## config.mk

```make
export PLATFORM = sky130hd
export DESIGN_NAME = ddr2_init_seq
export DESIGN_NICKNAME = d
export VERILOG_FILES = /design/src/rtl/ddr2_init_seq.sv
export SDC_FILE = /design/constraint.sdc
export NUM_CORES = 1
export LEC_CHECK = 0
export ABC_AREA = 1
export CAP_MARGIN = 10
export CORE_UTILIZATION = 57
export DETAILED_ROUTE_END_ITERATION = 7
export GPL_TIMING_DRIVEN = 0
export PLACE_DENSITY = 0.79
export SLEW_MARGIN = 20
export SYNTH_ARGS = -nofsm -noshare
export SYNTH_HDL_FRONTEND = slang
export SYNTH_SLANG_ARGS = --single-unit
```

## constraint.sdc

```tcl
create_clock -name clk -period 2.1 [get_ports clk]
set_input_delay 0.42 -clock clk [delete_from_list [all_inputs] [get_ports clk]]
set_output_delay 0.42 -clock clk [all_outputs]
set_load 0.005 [all_outputs]
```

## src/rtl/ddr2_init_seq.sv

```systemverilog
// DDR2 power-up initialisation sequencer: CKE hold-off, precharge/mode-register/refresh
// command train, DLL lock wait, then a sticky init_done level.
`ifndef DRAM_BA_WIDTH
`define DRAM_BA_WIDTH 3
`endif
`ifndef DRAM_ADDR_WIDTH
`define DRAM_ADDR_WIDTH 14
`endif

// state      | meaning
// CKE_LOW    | CKE held low, DESEL, waiting T_CKE_L
// CKE_NOP    | CKE raised, NOPs until first precharge-all
// PREA1      | first PREA issued, waiting T_RP
// EMRS2      | EMR2 loaded, waiting T_MRD
// EMRS3      | EMR3 loaded, waiting T_MRD
// EMRS1      | EMR1 loaded (DLL enable), waiting T_MRD
// MRS_DLLRST | MR loaded with DLL reset, DLL timer running, waiting T_MRD
// PREA2      | second PREA issued, waiting T_RP
// REF1       | first auto-refresh issued, waiting T_RFC
// REF2       | second auto-refresh issued, waiting T_RFC
// MRS        | MR loaded without DLL reset, waiting T_MRD
// OCD_DFLT   | EMR1 with OCD default issued, waiting T_MRD
// OCD_EXIT   | EMR1 with OCD exit issued, waiting T_MRD
// DLL_WAIT   | command train finished, waiting for DLL timer
// DONE       | init_done high, NOP forever
module ddr2_init_seq #(
  parameter int unsigned T_CKE_L   = 200,
  parameter int unsigned T_CKE_NOP = 80,
  parameter int unsigned T_RP      = 3,
  parameter int unsigned T_MRD     = 2,
  parameter int unsigned T_RFC     = 26,
  parameter int unsigned T_DLLK    = 200,
  parameter logic [12:0] MR_VAL    = 13'hA52,
  parameter logic [12:0] EMR1_VAL  = 13'h000
) (
  input  logic                        clk,
  input  logic                        rst_n,
  output logic                        cke,
  output logic                        cs_n,
  output logic                        ras_n,
  output logic                        cas_n,
  output logic                        we_n,
  output logic [`DRAM_BA_WIDTH-1:0]   ba,
  output logic [`DRAM_ADDR_WIDTH-1:0] addr,
  output logic                        odt,
  output logic                        init_done
);

  localparam int BAW = `DRAM_BA_WIDTH;
  localparam int AW  = `DRAM_ADDR_WIDTH;
  localparam int CW  = 16;

  localparam logic [3:0] CMD_DESEL = 4'b1111;
  localparam logic [3:0] CMD_NOP   = 4'b0111;
  localparam logic [3:0] CMD_PREA  = 4'b0010;
  localparam logic [3:0] CMD_MRS   = 4'b0000;
  localparam logic [3:0] CMD_REF   = 4'b0001;

  typedef enum logic [3:0] {
    CKE_LOW, CKE_NOP, PREA1, EMRS2, EMRS3, EMRS1, MRS_DLLRST, PREA2,
    REF1, REF2, MRS, OCD_DFLT, OCD_EXIT, DLL_WAIT, DONE
  } state_t;

  state_t        state;
  logic          armed;
  logic [CW-1:0] cnt;
  logic [CW-1:0] dll_cnt;

  assign odt = 1'b0;

  always_ff @(posedge clk) begin
    if (!rst_n) begin
      state                      <= CKE_LOW;
      armed                      <= 1'b0;
      cnt                        <= '0;
      dll_cnt                    <= '0;
      cke                        <= 1'b0;
      {cs_n, ras_n, cas_n, we_n} <= CMD_DESEL;
      ba                         <= '0;
      addr                       <= '0;
      init_done                  <= 1'b0;
    end else begin
      {cs_n, ras_n, cas_n, we_n} <= CMD_NOP;
      ba   <= '0;
      addr <= '0;
      if (cnt != '0)     cnt     <= cnt - 1'b1;
      if (dll_cnt != '0) dll_cnt <= dll_cnt - 1'b1;

      case (state)
        CKE_LOW: begin
          {cs_n, ras_n, cas_n, we_n} <= CMD_DESEL;
          // first released edge arms the hold-off timer; cycle 0 counts toward T_CKE_L
          if (!armed) begin
            armed <= 1'b1;
            cnt   <= CW'(T_CKE_L - 1);
          end else if (cnt == '0) begin
            cke                        <= 1'b1;
            {cs_n, ras_n, cas_n, we_n} <= CMD_NOP;
            state                      <= CKE_NOP;
            cnt                        <= CW'(T_CKE_NOP - 1);
          end
        end
        CKE_NOP: if (cnt == '0) begin
          {cs_n, ras_n, cas_n, we_n} <= CMD_PREA;
          addr  <= AW'(13'h400);
          state <= PREA1;
          cnt   <= CW'(T_RP - 1);
        end
        PREA1: if (cnt == '0) begin
          {cs_n, ras_n, cas_n, we_n} <= CMD_MRS;
          ba    <= BAW'(2);
          state <= EMRS2;
          cnt   <= CW'(T_MRD - 1);
        end
        EMRS2: if (cnt == '0) begin
          {cs_n, ras_n, cas_n, we_n} <= CMD_MRS;
          ba    <= BAW'(3);
          state <= EMRS3;
          cnt   <= CW'(T_MRD - 1);
        end
        EMRS3: if (cnt == '0) begin
          {cs_n, ras_n, cas_n, we_n} <= CMD_MRS;
          ba    <= BAW'(1);
          addr  <= AW'(EMR1_VAL);
          state <= EMRS1;
          cnt   <= CW'(T_MRD - 1);
        end
        EMRS1: if (cnt == '0) begin
          {cs_n, ras_n, cas_n, we_n} <= CMD_MRS;
          addr    <= AW'(MR_VAL | 13'h100);
          state   <= MRS_DLLRST;
          cnt     <= CW'(T_MRD - 1);
          dll_cnt <= CW'(T_DLLK - 1);
        end
        MRS_DLLRST: if (cnt == '0) begin
          {cs_n, ras_n, cas_n, we_n} <= CMD_PREA;
          addr  <= AW'(13'h400);
          state <= PREA2;
          cnt   <= CW'(T_RP - 1);
        end
        PREA2: if (cnt == '0) begin
          {cs_n, ras_n, cas_n, we_n} <= CMD_REF;
          state <= REF1;
          cnt   <= CW'(T_RFC - 1);
        end
        REF1: if (cnt == '0) begin
          {cs_n, ras_n, cas_n, we_n} <= CMD_REF;
          state <= REF2;
          cnt   <= CW'(T_RFC - 1);
        end
        REF2: if (cnt == '0) begin
          {cs_n, ras_n, cas_n, we_n} <= CMD_MRS;
          addr  <= AW'(MR_VAL);
          state <= MRS;
          cnt   <= CW'(T_MRD - 1);
        end
        MRS: if (cnt == '0) begin
          {cs_n, ras_n, cas_n, we_n} <= CMD_MRS;
          ba    <= BAW'(1);
          addr  <= AW'(EMR1_VAL | 13'h380);
          state <= OCD_DFLT;
          cnt   <= CW'(T_MRD - 1);
        end
        OCD_DFLT: if (cnt == '0) begin
          {cs_n, ras_n, cas_n, we_n} <= CMD_MRS;
          ba    <= BAW'(1);
          addr  <= AW'(EMR1_VAL);
          state <= OCD_EXIT;
          cnt   <= CW'(T_MRD - 1);
        end
        OCD_EXIT: if (cnt == '0) begin
          if (dll_cnt == '0) begin
            init_done <= 1'b1;
            state     <= DONE;
          end else begin
            state <= DLL_WAIT;
          end
        end
        DLL_WAIT: if (dll_cnt == '0) begin
          init_done <= 1'b1;
          state     <= DONE;
        end
        DONE: ;
        default: state <= CKE_LOW;
      endcase
    end
  end

endmodule

```

==> results of run 1 <==
## worst paths after layout
check	startpoint	endpoint	slack (ns)	cells past startpoint
worst max-delay path	cnt[0]$_SDFF_PN0_	cnt[0]$_SDFF_PN0_	0.36	13
worst min-delay path	cke$_SDFFE_PN0P_	cke$_SDFFE_PN0P_	0.49	1
worst max register to register	cnt[0]$_SDFF_PN0_	cnt[0]$_SDFF_PN0_	0.36	13
worst min register to register	cke$_SDFFE_PN0P_	cke$_SDFFE_PN0P_	0.49	1
## registers in the layout, indices dropped and copies added (netlist names)
signal     cells
armed          1
addr           5
dll_cnt       16
state          4
init_done      1
ras_n          1
ba             2
cke            1
cs_n           1
cas_n          1
cnt           16
we_n           1
## power breakdown
part / internal, mW / switching [mW] / total, mW / leakage (nW)
Clock: 0.351 / 0.312 / 0.663 / 0.0579
Combinational: 0.703 / 1.18 / 1.88 / 1.12
Sequential: 1.15 / 0.187 / 1.33 / 0.408
Total: 2.20 / 1.68 / 3.88 / 1.59
## per-stage QoR
stage               setup slack, ns  hold WS, ns  cells
finish                        0.360        0.485    509
global route                  0.182        0.506    509
CTS                           0.345        0.491    509
detailed placement            0.101        0.470    501
global placement             0.0778        0.466    501
floorplan                     0.564        0.440    417
## layout by cell type (no fill, tap or decap), types with 8 or more instances in the layout
cell             count
a21oi_1             20
buf_4               12
clkdlybuf4s50_1     17
conb_1               8
dfxtp_1             50
inv_1               35
inv_2               10
nand2_1             82
nand2_2             10
nand3_1             21
nor2_1              75
nor3_2               9
xor2_1              12
## cell families after synthesis
logic type	Yosys count
compound gates	43
other cells	1
fa+ha+maj	5
buf+inv	63
xor+xnor	15
flops	50
simple gates	233
## routing by layer
metal	track usage	routed length [um]	vias to the layer above
li1	-	-	1344
met5	0	0	-
met3	0.0331	237	13
met2	0.405	2710	65
met1	0.318	2870	1140
met4	0.0828	107	0
## cell type report
| cell class | instances | area [um^2] | area share |
|---|---|---|---|
| Timing Repair Buffer | 17 | 170 | 0.0523 |
| Clock inverter | 3 | 40.0 | 0.0123 |
| Buffer | 15 | 109 | 0.0334 |
| Sequential cell | 50 | 1000 | 0.308 |
| Clock buffer | 5 | 68.8 | 0.0211 |
| Tap cell | 67 | 83.8 | 0.0258 |
| Inverter | 48 | 190 | 0.0584 |
| Multi-Input combinational cell | 304 | 1590 | 0.489 |
==> impl_metrics.tcl, run 1 <==
set metrics [dict create \
    max_freq_mhz 575 \
    worst_ep_required_time_ns 2.30 \
    grt_max_degree 16 \
    grt_pass1_vias 2266 \
    syn_inst 410 \
    synth-async-reset-ratio 0 \
    cp_num_buf_inv 4 \
    gr-total-overflow 0 \
    yosysUniqueCellTypes 36 \
    fin_crit_sh 0.828 \
    synth_warnings 0 \
    synth_top_family_by_area "simple AND/OR/NAND/NOR gates" \
    power_density_nw_per_um2 1190 \
    power.leakage_nw 1.59 \
    clk_path_buf_depth 2 \
    antennaDiodeCount 0 \
    place_area_um2 3150 \
    cts.repair.resized 0 \
    cts-root-buf "clkbuf_8" \
    rsz0062_at_grt "false" \
    vias 2562 \
    drtPass1Iterations 4 \
    avgSynthCellArea_um2 6.99 \
    synth-compound-area-share 0.0825 \
    track_usage 0.241 \
    die_width_um 72.9 \
    synth.area.top_cells "dfxtp_1 (35%), nand2_1 (11%), nor2_1 (9.8%), inv_1 (4.6%), nand3_1 (3.7%)" \
    synth_edf_count 0 \
    path_delay_family "simple AND/OR/NAND/NOR gates" \
    cts_hold_buffers 0 \
    port_buffers 17 \
    drive_gt1_frac 0.158 \
    final_area_um2 3250 \
    grt_pass1_wl_mm 9.94 \
    wl_per_cell_um 11.6 \
    path_clk_slew_ns 0.09 \
    drtIter0Drc 177 \
    drc 0 \
    final_antenna_net_count 0 \
    setup_viol_count_final 0 \
    layout.nets 448 \
    yosysSeqAreaShare 0.349 \
    std_cell_rows 25 \
    min-delay-path-class "reg2reg" \
    status "finished, final reports clean" \
    yosysMostFrequentCell "nand2_1" \
    initial_core_util 0.599 \
    finalHoldViolCount 0 \
    viasPerCell 5.03 \
    synth_flop_cell "dfxtp_1" \
    cts_htree_levels 2 \
    numClockSinks 50 \
    critical_path_class "reg2reg" \
    cts_tree "yes" \
    total_power_mw 3.88 \
    routed_wl_mm 5.92 \
    slew_viol_final 0 \
    final_core_util 0.680 \
    synthToLayoutAreaGrowth_pct 13.6 \
    die_h_um 72.9 \
    pin_count 26 \
    cpMaxStageDelayCell "dfxtp_1" \
    worstMarginPinSlew_ns 0.538 \
    yosys-top-cells-count "nand2_1 (82), nor2_1 (75), dfxtp_1 (50), inv_1 (35), nand3_1 (21)" \
    cts_made_buffers 5 \
    crit_path_end_kind "flip-flop" \
    start_kind "flip-flop" \
    yosys.area_share.simple 0.395 \
    arrival_ns 1.94 \
    slew_headroom 0.641 \
    clk-insertion-delay-late_ns 0.30 \
    hpwl_mm 4.54 \
    finClkSkew_ns 0.00833 \
    synthesis.area_um2 2870 \
    yosys.area.top_type_share 0.349 \
    fp.coreArea_um2 4790 \
    path_cells "inv_1 -> ha_1 -> inv_1 -> nor2_1 -> nand2_1 -> nor2_2 -> nand2_4 -> ha_1 -> nand2_1 -> nand2_1 -> inv_1 -> nand2_1 -> inv_1" \
    finalCriticalPeriod_ns 1.74 \
    drv_cap 0 \
    fillCellCount 410 \
    cts_setup_buffers 0 \
    max_stage_delay_ns 0.35 \
    gp_congestion 0.888 \
    synthAdderAreaFrac 0.0218 \
    tns_ns 0 \
    yosys.area.top_type "dfxtp_1" \
    fp.dieArea_um2 5310 \
    irDropWorstVdd_v 0.000575 \
    grt_antenna_before_repair 0 \
    synth_seq_cells 50 \
    synthXorXnorAreaFrac 0.0459 \
    cp_max_fo 11 \
    yosys-mux-area-fraction 0 \
]
Power figures use the tool's default switching activity.
==> inputs of run 2 (changes only) <==
clock period = 1.7 ns   (was 2.1 ns; I/O delays follow)
==> run 2 against run 1 <==
First-iteration DRC count rose by 20%. Count of clock-buffer cells in the layout did not move. Critical path depth fell by 9. Register-to-register slack got worse by 0.27 ns. Cell count rose by 0.98%. Critical path type is now in2reg.
==> impl_metrics.tcl, run 2 (same netlist as run 1, synthesis figures left out) <==
set metrics [dict create \
    holdPathStages 2 \
    port_buffers 17 \
    worstHoldStart "init_done$_SDFFE_PN0P_" \
    clk_path_buf_depth 2 \
    initial_core_util 0.599 \
    viasPerCell 5.15 \
    finalCriticalPeriod_ns 1.67 \
    std_cell_rows 25 \
    drv_cap 0 \
    cts_hold_buffers 0 \
    vias 2647 \
    cts_tree "yes" \
    wl_per_cell_um 12.2 \
    fin_worst_hold_slack_ns 0.492 \
    r2r_cells 13 \
    drtPass1Iterations 5 \
    power.leakage_nw 1.62 \
    grt_pass1_wl_mm 10.1 \
    crit_path_end_kind "flip-flop" \
    final_area_um2 3370 \
    gp_congestion 0.888 \
    r2r_end "cnt[2]$_SDFF_PN0_" \
    fin_crit_sh 0.980 \
    min-delay-path-class "reg2reg" \
    track_usage 0.245 \
    hold_end "init_done$_SDFFE_PN0P_" \
    clk-insertion-delay-late_ns 0.30 \
    fp.coreArea_um2 4790 \
    routed_wl_mm 6.26 \
    synthToLayoutAreaGrowth_pct 17.7 \
    timing.reg2reg.setup_slack_ns 0.09 \
    layout_setup_ws_ns 0.0340 \
    worstMarginPinSlew_ns 0.548 \
    dp_slack_ns -0.219 \
    drive_gt1_frac 0.195 \
    max_freq_mhz 600 \
    path_clk_slew_ns 0.09 \
    pin_count 26 \
    finalHoldViolCount 0 \
    start_kind "input port" \
    rr_startpoint "cnt[0]$_SDFF_PN0_" \
    hpwl_mm 4.54 \
    antennaDiodeCount 0 \
    die_width_um 72.9 \
    fp.dieArea_um2 5310 \
    final_core_util 0.705 \
    grt_antenna_before_repair 0 \
    numClockSinks 50 \
    layout_common_cells "nand2_1 (78), nor2_1 (75), dfxtp_1 (48)" \
    tns_ns 0 \
    drtIter0Drc 212 \
    drc 0 \
    grt_max_degree 16 \
    power_density_nw_per_um2 1470 \
    grt_pass1_vias 2274 \
    cp_max_fo 10 \
    slew_viol_final 0 \
    worst_ep_required_time_ns 1.91 \
    layout_commonest_cell "nand2_1" \
    rsz0062_at_grt "true" \
    final_antenna_net_count 0 \
    cts_made_buffers 5 \
    arrival_ns 1.87 \
    place_area_um2 3150 \
    finClkSkew_ns 0.00892 \
    cts_htree_levels 2 \
    cts-root-buf "clkbuf_8" \
    setup_viol_count_final 0 \
    gr-total-overflow 0 \
    status "finished, final reports clean" \
    irDropWorstVdd_v 0.000711 \
    layout.nets 453 \
    slew_headroom 0.635 \
    largestRegisters "cnt (16), dll_cnt (16), addr (5)" \
    die_h_um 72.9 \
    critical_path_class "in2reg" \
]
## run 2: changes by cell type in the layout (fill, tap and decap cells not counted), moves of 2 or more
| cell | before | now |
|---|---|---|
| buf_4 | 12 | 16 |
| dfxtp_1 | 50 | 48 |
| ha_1 | 5 | 3 |
| ha_4 | 0 | 2 |
| inv_1 | 35 | 31 |
| inv_2 | 10 | 13 |
| nand2_1 | 82 | 78 |
| nand2_2 | 10 | 12 |
## run 2: how the worst max path moves through the flow
stage | from | end | cells after the start
2_1_floorplan | cnt[0]$_SDFF_PN0_ | cnt[0]$_SDFF_PN0_ | 13
3_3_place_gp | rst_n | addr[8]$_SDFF_PN0_ | 4
3_5_place_dp | rst_n | addr[8]$_SDFF_PN0_ | 4
4_1_cts | cnt[0]$_SDFF_PN0_ | cnt[0]$_SDFF_PN0_ | 13
5_1_grt | cnt[1]$_SDFF_PN0_ | state[0]$_SDFFE_PN0P_ | 13
6_report | rst_n | addr[8]$_SDFF_PN0_ | 4
## run 2: per-layer routing
layer,global-route usage,wire length (um)
met5,0,0
met4,0.0806,95
met3,0.0331,272
met2,0.414,3000
met1,0.323,2900
## run 2: repair_timing
item | 4_1_cts | 5_1_grt
setup endpoints to repair | 12 | 31
gates cloned | 0 | 0
setup buffers | 3 | 2
pin swaps | 1 | 7
resized for setup | 1 | 20
hold endpoints to repair | 0 | 0
## run 2: final cells by class
cell class / count / area (um^2)
timing repair buffer: 22 / 220
clock inverter: 3 / 40.0
clock buffer: 5 / 68.8
sequential: 50 / 1010
multi-input combinational: 304 / 1650
buffer: 15 / 113
inverter: 48 / 195
tap: 67 / 83.8
fill: 386 / 1410
## run 2: worst max-delay path, cell delays in order
cell             delay (ns)
clkdlybuf4s50_1        0.69
clkbuf_1               0.48
nand3_1                0.13
o22ai_1                0.22
## run 2: metrics by stage
step	instances	power (mW)
2_1_floorplan	417	3.55
3_3_place_gp	501	3.91
3_5_place_dp	501	3.97
4_1_cts	512	4.84
5_1_grt	514	5.39
6_report	514	4.97
## run 2: where the power goes
group	switching (mW)	internal, mW
clock network	0.391	0.434
registers	0.235	1.42
logic	1.53	0.957
==> inputs of run 3 (changes only) <==
ABC_AREA = 0   (was 1)
PLACE_DENSITY = 0.8   (was 0.79)
==> run 3 against run 2 <==
The flow now finishes with violations (negative setup slack). Clock skew down 0.0023 ns. Combinational power up 33%. Worst hold slack improved by 0.017 ns. Utilization rose by 19 points. Sequential cell count stayed put. Count of clock-buffer cells in the layout grew 1. Wire length increased by 47%. Sequential share of layout area down 4.1 points. Setup slack got worse by 0.52 ns. Synthesized cell count down 21%. Critical path type is now reg2reg.
==> impl_metrics.tcl, run 3 <==
set metrics [dict create \
    status "finished with violations" \
    violations "negative setup slack" \
    std_cell_rows 24 \
    setup_viol_count_final 49 \
    synthAdderAreaFrac 0.0238 \
    m1WireLength_mm 3.38 \
    worstHoldStart "init_done$_SDFFE_PN0P_" \
    critical_path_class "reg2reg" \
    cts_made_buffers 5 \
    layout.nets 396 \
    fin_crit_sh 1.29 \
    path_clk_slew_ns 0.10 \
    arrival_ns 2.45 \
    min-delay-path-class "reg2reg" \
    p_sw_mw 2.40 \
    final_antenna_net_count 0 \
    syn_inst 322 \
    hpwl_mm 4.12 \
    synth-compound-area-share 0.138 \
    yosys-mux-area-fraction 0.0157 \
    layout_commonest_cell "dfxtp_1" \
    finalCriticalPeriod_ns 2.19 \
    drv_cap 0 \
    die_width_um 69.9 \
    tns_ns -13.65 \
    synthesis.area_um2 2630 \
    crit_path_end_kind "flip-flop" \
    cts-root-buf "clkbuf_8" \
    worst_ep_required_time_ns 1.97 \
    grt_pass1_vias 2520 \
    slew_headroom 0.561 \
    irDropWorstVdd_v 0.000820 \
    final_area_um2 3930 \
    switching_share 0.420 \
    synth_flop_cell "dfxtp_1" \
    dp_cells 398 \
    power_density_nw_per_um2 1460 \
    clk-insertion-delay-late_ns 0.31 \
    drive_gt1_frac 0.403 \
    synth_warnings 0 \
    rsz0062_at_grt "true" \
    gr-total-overflow 0 \
    cp-startpoint "dll_cnt[9]$_SDFF_PN0_" \
    drc 0 \
    largestRegisters "cnt (16), dll_cnt (16), addr (5)" \
    pwr-share-comb 0.580 \
    path_cells "or4_4 -> or4b_4 -> buf_6 -> nor3_4 -> nor3b_2 -> o21a_1" \
    path_delay_family "simple AND/OR/NAND/NOR gates" \
    fin_worst_hold_slack_ns 0.509 \
    gp_congestion 0.838 \
    max_freq_mhz 457 \
    drtPass1Iterations 5 \
    worstMarginPinSlew_ns 0.658 \
    yosysUniqueCellTypes 54 \
    synth_seq_cells 50 \
    wl_met2_mm 4.65 \
    vias 2884 \
    max_stage_delay_ns 0.60 \
    wl_per_cell_um 20.9 \
    yosys-top-cells-count "dfxtp_1 (50), nor2_1 (50), nand2_1 (23), a21oi_1 (21), nand3_1 (14)" \
    routed.top_layer "met4" \
    synth.area.top_cells "dfxtp_1 (38%), nor2_1 (7.1%), a21oi_1 (4.0%), xor2_1 (3.3%), nand2_1 (3.3%)" \
    cp_max_fo 7 \
    fp.coreArea_um2 4380 \
    cpMaxStageDelayCell "or4b_4" \
    pin_count 26 \
    yosysSeqAreaShare 0.381 \
    clk_path_buf_depth 2 \
    initial_core_util 0.600 \
    routed_wl_mm 9.23 \
    slew_viol_final 0 \
    wl_met3_um 740 \
    synth_top_family_by_area "simple AND/OR/NAND/NOR gates" \
    fp.dieArea_um2 4890 \
    power.leakage_nw 1.46 \
    clockPowerShare 0.133 \
    cp_num_buf_inv 1 \
    die_h_um 69.9 \
    antennaDiodeCount 0 \
    grt_pass1_wl_mm 11.7 \
    finClkSkew_ns 0.00667 \
    viasPerCell 6.52 \
    synth-async-reset-ratio 0 \
    fillCellCount 189 \
    synthXorXnorAreaFrac 0.0633 \
    rr_startpoint "dll_cnt[9]$_SDFF_PN0_" \
    avgSynthCellArea_um2 8.17 \
    layout_common_cells "dfxtp_1 (46), nor2_1 (36), buf_4 (34)" \
    p_int_mw 3.32 \
    finalHoldViolCount 0 \
    fin_cells 442 \
    place_area_um2 3050 \
    yosys.area.top_type_share 0.381 \
    synth_edf_count 0 \
    cts_tree "yes" \
    synthToLayoutAreaGrowth_pct 49.3 \
    layout_setup_ws_ns -0.488 \
    numClockSinks 50 \
    seqPwrFrac 0.287 \
    total_power_mw 5.72 \
    grt_max_degree 16 \
    drtIter0Drc 236 \
    track_usage 0.296 \
    yosys.area.top_type "dfxtp_1" \
    port_buffers 17 \
    cts_htree_levels 2 \
    yosys.area_share.simple 0.303 \
    start_kind "flip-flop" \
    grt_antenna_before_repair 0 \
]
## run 3: changes by cell type in the layout (fill, tap and decap cells not counted), moves of 8 or more
cell / change
a21oi_1: -9
a21oi_2: +8
buf_4: +18
buf_6: +14
inv_1: -25
inv_2: -12
nand2_1: -61
nand2_2: -9
nand3_1: -12
nor2_1: -39
## run 3: final timing paths
| check | end | slack [ns] | cells after the start |
|---|---|---|---|
| setup reg to reg | init_done$_SDFFE_PN0P_ | -0.49 | 6 |
| hold / removal | init_done$_SDFFE_PN0P_ | 0.51 | 1 |
| setup / recovery | init_done$_SDFFE_PN0P_ | -0.49 | 6 |
| hold reg to reg | init_done$_SDFFE_PN0P_ | 0.51 | 1 |
## run 3: cell type report
type	instances	area, um^2	share of cell area
plain buffers	24	189	0.0481
clock buffers	6	82.6	0.0210
clock inverters	2	12.5	0.00319
inverters	10	47.5	0.0121
multi-input cells	242	1970	0.503
flip-flops and latches	50	1010	0.257
well taps	52	65.1	0.0166
repair buffers	56	547	0.139
## run 3: cell families (layout without fill, tap and decap cells)
group | after synthesis | after routing
adder cells (fa/ha/maj) | 5 | 5
AND/OR/NAND/NOR | 149 | 150
AO/OA/AOI/OAI | 56 | 56
multiplexers | 4 | 4
XOR/XNOR | 19 | 19
flip-flops | 50 | 50
other | 1 | 8
buffers and inverters | 38 | 98
## run 3: power by group through the flow
stage,Clock (mW),Sequential [mW],Combinational (mW)
after global placement,0,1.60,2.02
after CTS,0.753,1.60,2.62
final,0.761,1.64,3.32
after detailed placement,0,1.61,2.07
after global routing,0.802,1.66,3.52
after floorplan,0,1.56,1.75
## run 3: metrics by stage
stage / util / setup slack [ns]
after floorplan: - / -0.493
after global placement: 0.695 / -0.587
after detailed placement: 0.695 / -0.704
after CTS: 0.822 / -0.533
after global routing: 0.896 / -0.588
final: 0.896 / -0.488
## run 3: layer usage
metal  vias to the layer above  global-route usage
li1                       1265                   -
met3                        56              0.0462
met2                       187               0.505
met1                      1376               0.368
met5                         -                   0
met4                         0               0.131
## run 3: worst reg2reg max path, delay by kind of cell (launching register included)
family / cells / cell delay [ns]
buf+inv: 1 / 0.17
compound gates: 1 / 0.13
simple gates: 4 / 1.51
flops: 1 / 0.33
## run 3: timing repair
item	CTS	global route
hold buffers	0	0
resized for setup	56	66
buffers inserted	24	15
endpoints found under the setup margin	49	47
pin swaps	23	46
gates cloned	3	0
